`src/rtl/rr_grant_sched8.sv`:
```
// rr_grant_sched8: eight-way round-robin grant scheduler with a hold limit.
// A grant is held while its owner keeps requesting. It is ended early when the
// owner has used MAX_HOLD consecutive cycles and another requester is waiting.
// All outputs are registered, and a release is always followed by one idle cycle.
//
// state | meaning
// IDLE  | no owner; arbitrate from ptr when enabled
// GRANT | one owner holds the resource; hold_cnt counts its cycles
module rr_grant_sched8 #(
  parameter int MAX_HOLD = 16,
  parameter int CW       = 8
) (
  input  logic       clk,
  input  logic       rst,
  input  logic       en,
  input  logic [7:0] req,
  output logic [7:0] gnt,
  output logic [2:0] gnt_idx,
  output logic       gnt_valid,
  output logic       preempt
);

  typedef enum logic {IDLE, GRANT} state_t;

  localparam logic [CW-1:0] HOLD_LIM = CW'(MAX_HOLD - 1);

  state_t          state_q, state_d;
  logic [7:0]      gnt_q, gnt_d;
  logic [2:0]      gnt_idx_q, gnt_idx_d;
  logic            gnt_valid_q, gnt_valid_d;
  logic            preempt_q, preempt_d;
  logic [2:0]      ptr_q, ptr_d;
  logic [CW-1:0]   hold_cnt_q, hold_cnt_d;

  logic [2:0]      win_idx;
  logic [2:0]      scan_idx;
  logic [7:0]      others;

  // Pick the first set request at or after ptr, wrapping modulo 8.
  // The scan runs from the farthest offset down, so the nearest one is assigned last and wins.
  always_comb begin
    win_idx  = ptr_q;
    scan_idx = ptr_q;
    for (int i = 7; i >= 0; i--) begin
      scan_idx = ptr_q + 3'(i);
      if (req[scan_idx]) win_idx = scan_idx;
    end
  end

  // Requests from everyone except the current owner; used to detect contention.
  always_comb begin
    others = req & ~(8'h01 << gnt_idx_q);
  end

  // Next-state and next-output decisions for the grant FSM.
  always_comb begin
    state_d     = state_q;
    gnt_d       = gnt_q;
    gnt_idx_d   = gnt_idx_q;
    gnt_valid_d = gnt_valid_q;
    preempt_d   = 1'b0;
    ptr_d       = ptr_q;
    hold_cnt_d  = hold_cnt_q;
    case (state_q)
      IDLE: begin
        gnt_d       = 8'h00;
        gnt_valid_d = 1'b0;
        if (en && (req != 8'h00)) begin
          gnt_d       = 8'h01 << win_idx;
          gnt_idx_d   = win_idx;
          gnt_valid_d = 1'b1;
          hold_cnt_d  = '0;
          state_d     = GRANT;
        end
      end
      GRANT: begin
        if (!en || !req[gnt_idx_q] ||
            ((hold_cnt_q == HOLD_LIM) && (others != 8'h00))) begin
          // gnt_idx keeps the released owner; the next search starts just past it.
          gnt_d       = 8'h00;
          gnt_valid_d = 1'b0;
          state_d     = IDLE;
          ptr_d       = gnt_idx_q + 3'd1;
          preempt_d   = en && req[gnt_idx_q];
        end else if (hold_cnt_q != HOLD_LIM) begin
          hold_cnt_d = hold_cnt_q + CW'(1);
        end
      end
      default: begin
        state_d     = IDLE;
        gnt_d       = 8'h00;
        gnt_valid_d = 1'b0;
      end
    endcase
  end

  // Register every state and output bit; synchronous reset wins over everything.
  always_ff @(posedge clk) begin
    if (rst) begin
      state_q     <= IDLE;
      gnt_q       <= 8'h00;
      gnt_idx_q   <= 3'd0;
      gnt_valid_q <= 1'b0;
      preempt_q   <= 1'b0;
      ptr_q       <= 3'd0;
      hold_cnt_q  <= '0;
    end else begin
      state_q     <= state_d;
      gnt_q       <= gnt_d;
      gnt_idx_q   <= gnt_idx_d;
      gnt_valid_q <= gnt_valid_d;
      preempt_q   <= preempt_d;
      ptr_q       <= ptr_d;
      hold_cnt_q  <= hold_cnt_d;
    end
  end

  assign gnt       = gnt_q;
  assign gnt_idx   = gnt_idx_q;
  assign gnt_valid = gnt_valid_q;
  assign preempt   = preempt_q;

endmodule

```
`config.mk`:
```
export PLATFORM = sky130hd
export DESIGN_NAME = rr_grant_sched8
export DESIGN_NICKNAME = d
export VERILOG_FILES = /design/src/rtl/rr_grant_sched8.sv
export SDC_FILE = /design/constraint.sdc
export NUM_CORES = 1
export LEC_CHECK = 0
export BUFFER_PORTS_ARGS = -buffer_cell sky130_fd_sc_hd__buf_2
export CORE_ASPECT_RATIO = 0.9
export CORE_MARGIN = 2
export CORE_UTILIZATION = 40
export CTS_BUF_LIST = sky130_fd_sc_hd__clkbuf_4 sky130_fd_sc_hd__clkbuf_8
export DETAILED_ROUTE_END_ITERATION = 10
export SYNTH_ARGS = -nofsm -noshare
export SYNTH_HDL_FRONTEND = slang
export SYNTH_SLANG_ARGS = --single-unit
```
`constraint.sdc`:
```
create_clock -name clk -period 6.25 [get_ports clk]
set_input_delay 1.875 -clock clk [delete_from_list [all_inputs] [get_ports clk]]
set_output_delay 1.875 -clock clk [all_outputs]
set_load 0.01 [all_outputs]
```
==> out/metrics.cfg <==
[status]
outcome = finished, final reports clean

[critical_path]
timing.reg2reg.setup_slack_ns = 2.29
crit_required_ns = 6.41
cp.arrival_ns = 4.12
cp_max_fo = 21
cp-start-kind = register
crit_path_end_kind = register
crit_type = reg -> reg

[cts]
cts_resized = 0
cts_buffers = 3
clock-sinks = 25
clk_latency_ns = 0.27
clockBufferDepth = 2
post-cts-setup-buffer-count = 0
clk_pin_slew_ns = 0.08
root_buffer = clkbuf_8
htree_levels = 1
hold_buffers = 0
tritoncts = done

[sta]
timing.final.crit_period_ns = 3.96
hold_viol = 0
fin_ws_ns = 2.29
maxSlewViolCount = 0
rsz0062_at_grt = no
tightest_slew_ns = 0.881
final-setup-viol-count = 0
tns_ns = 0
min_period_over_period = 0.634
finalClockSkew_ns = 0.00292
relSlewSlack = 0.412
max_freq_ghz = 0.253

[synth]
synth-seq-cells = 25
syn_nets = 264
synthCells = 244
yosys_warnings = 0
synthFlopType = dfxtp_1
avgSynthCellArea_um2 = 8.83
synth.yosys.seq_area_share = 0.232
synth_edf_count = 0
synth_top_area_frac = 0.232
ys_types = 62
yosys.area.top_type = dfxtp_1
synth.area.top_cells = dfxtp_1 (23%), mux4_2 (9.4%), ha_1 (5.2%)
synthArstFlopShare = 0
syn-cell-area_mm2 = 0.00215

[cells_and_area]
diodes = 0
drive_gt1_frac = 0.235
fin_nets = 281
layoutNonFillerInstCount = 327
fillers = 516
seq_area_um2 = 500
multi_input_area_mm2 = 0.00153
syn_to_final_growth_pct = 8.66

[route]
top_layer_used = met3
wl_met2_mm = 2.34
drt_first_pass_iters = 4
routedWlPerCell_um = 15.4
met3WireLength_um = 111
routed_wirelength_mm = 5.02
met1_length_mm = 2.57
vias_per_cell = 5.77
drc = 0
num_vias = 1888
drt_iter0_markers = 174
ant_nets = 0

[job]
cap_violations = 0

[pwr]
power.share.combinational = 0.379
sequentialPowerShare = 0.400
power_density_mw_per_mm2 = 193
power.internal_uw = 292
ir_drop_uv = 126
power.switching_uw = 159
power.leakage_uw = 0.000905
p_sw_frac = 0.353
power_frac_clock = 0.221

[global_routing]
grt.total_usage = 0.182
grt_max_degree = 23
grt_pass1_vias = 1712
antenna_found_initial = 0
grt_pass1_wl_mm = 8.41
grt_overflow_total = 0

[floorplanning]
die_h_um = 73.6
die_area_mm2 = 0.00599
die_w_um = 81.3
start_util = 0.412
rows = 25
io_pins = 24
coreArea_mm2 = 0.00522

[worst_hold_path]
min_path_type = reg -> reg

[placement]
dp_hpwl_mm = 3.74
io_buffers = 23
gp_congestion = 0.791
dp_cells = 323
dp_slack_ns = 2.14

==> through the flow <==
step                utilization  area, um2  power, uW  hold WS (ns)
floorplan                     -       2150        315         0.467
global placement          0.439       2290        354         0.434
detailed placement        0.439       2290        354         0.442
CTS                       0.448       2340        456         0.456
global route              0.448       2340        482         0.475
finish                    0.448       2340        451         0.450
==> final timing paths <==
check                           startpoint        end  depth (start not counted)
worst max-delay path              ptr_q[1]     gnt[2]                          9
worst min-delay path             gnt_valid  gnt_valid                          2
worst max register to register    ptr_q[1]     gnt[2]                          9
worst min register to register   gnt_valid  gnt_valid                          2
==> cell families (layout without fill, tap and decap cells) <==
logic type,after synthesis,after routing,share of synthesized area
and+or+nand+nor,89,89,0.207
AOI/OAI and AO/OA,61,61,0.228
muxes,27,27,0.199
buffers and inverters,27,43,0.0564
DFF,25,25,0.232
adders and majority gates,9,9,0.0523
xor gates and xnor gates,6,6,0.0244
==> worst max-delay path, stage by stage (launching register included) <==
cell	delay, ns
dfxtp_1	0.86
clkinv_1	0.50
ha_1	0.65
mux4_2	0.46
mux2i_1	0.36
and2_1	0.21
o211a_1	0.15
o221ai_2	0.08
and3_1	0.29
a32o_1	0.29
==> power groups by stage <==
stage	Combinational (uW)	Sequential (uW)	Clock, uW
after detailed placement	170	184	0
after CTS	171	181	104
after global routing	190	182	109
final	171	180	99.4
after floorplan	137	178	0
after global placement	170	184	0
==> synth_stat cells, types with 8 or more instances <==
| master | count |
|---|---|
| dfxtp_1 | 25 |
| a21oi_1 | 12 |
| nand3_1 | 9 |
| nor2_1 | 21 |
| nand2_1 | 23 |
| mux2_2 | 8 |
| ha_1 | 9 |
| inv_1 | 15 |
| nand2b_1 | 11 |
| mux4_2 | 9 |
==> cell usage in the layout (no fill, tap or decap), drive strengths merged, types with 4 or more instances in the layout <==
master / instances
o31ai: 4
nand2b: 11
xor2: 5
dfxtp: 25
nand3: 9
mux4: 10
buf: 23
a32o: 4
mux2i: 6
a21oi: 13
nor2: 21
clkbuf: 4
ha: 9
o21ai: 5
inv: 15
and2: 4
mux2: 11
o22ai: 5
nand2: 23
==> cell type report <==
class                      instances  share of cell area
sequential                        25               0.214
tap                               67              0.0358
timing repair buffer              23              0.0492
multi-input combinational        192               0.655
clock buffer                       4              0.0209
inverter                          16              0.0257
==> flip-flops by register name (all words and copies together) (netlist names) <==
| register | cells |
|---|---|
| preempt | 1 |
| hold_cnt_q | 8 |
| state_q | 1 |
| gnt | 8 |
| ptr_q | 3 |
| gnt_valid | 1 |
| gnt_idx | 3 |
==> per-layer routing <==
metal | GRT usage | vias to the layer above
li1 | - | 943
met2 | 0.283 | 20
met3 | 0.0295 | 0
met1 | 0.268 | 925
met5 | 0 | -
met4 | 0.0282 | 0
Power figures use the tool's default switching activity.
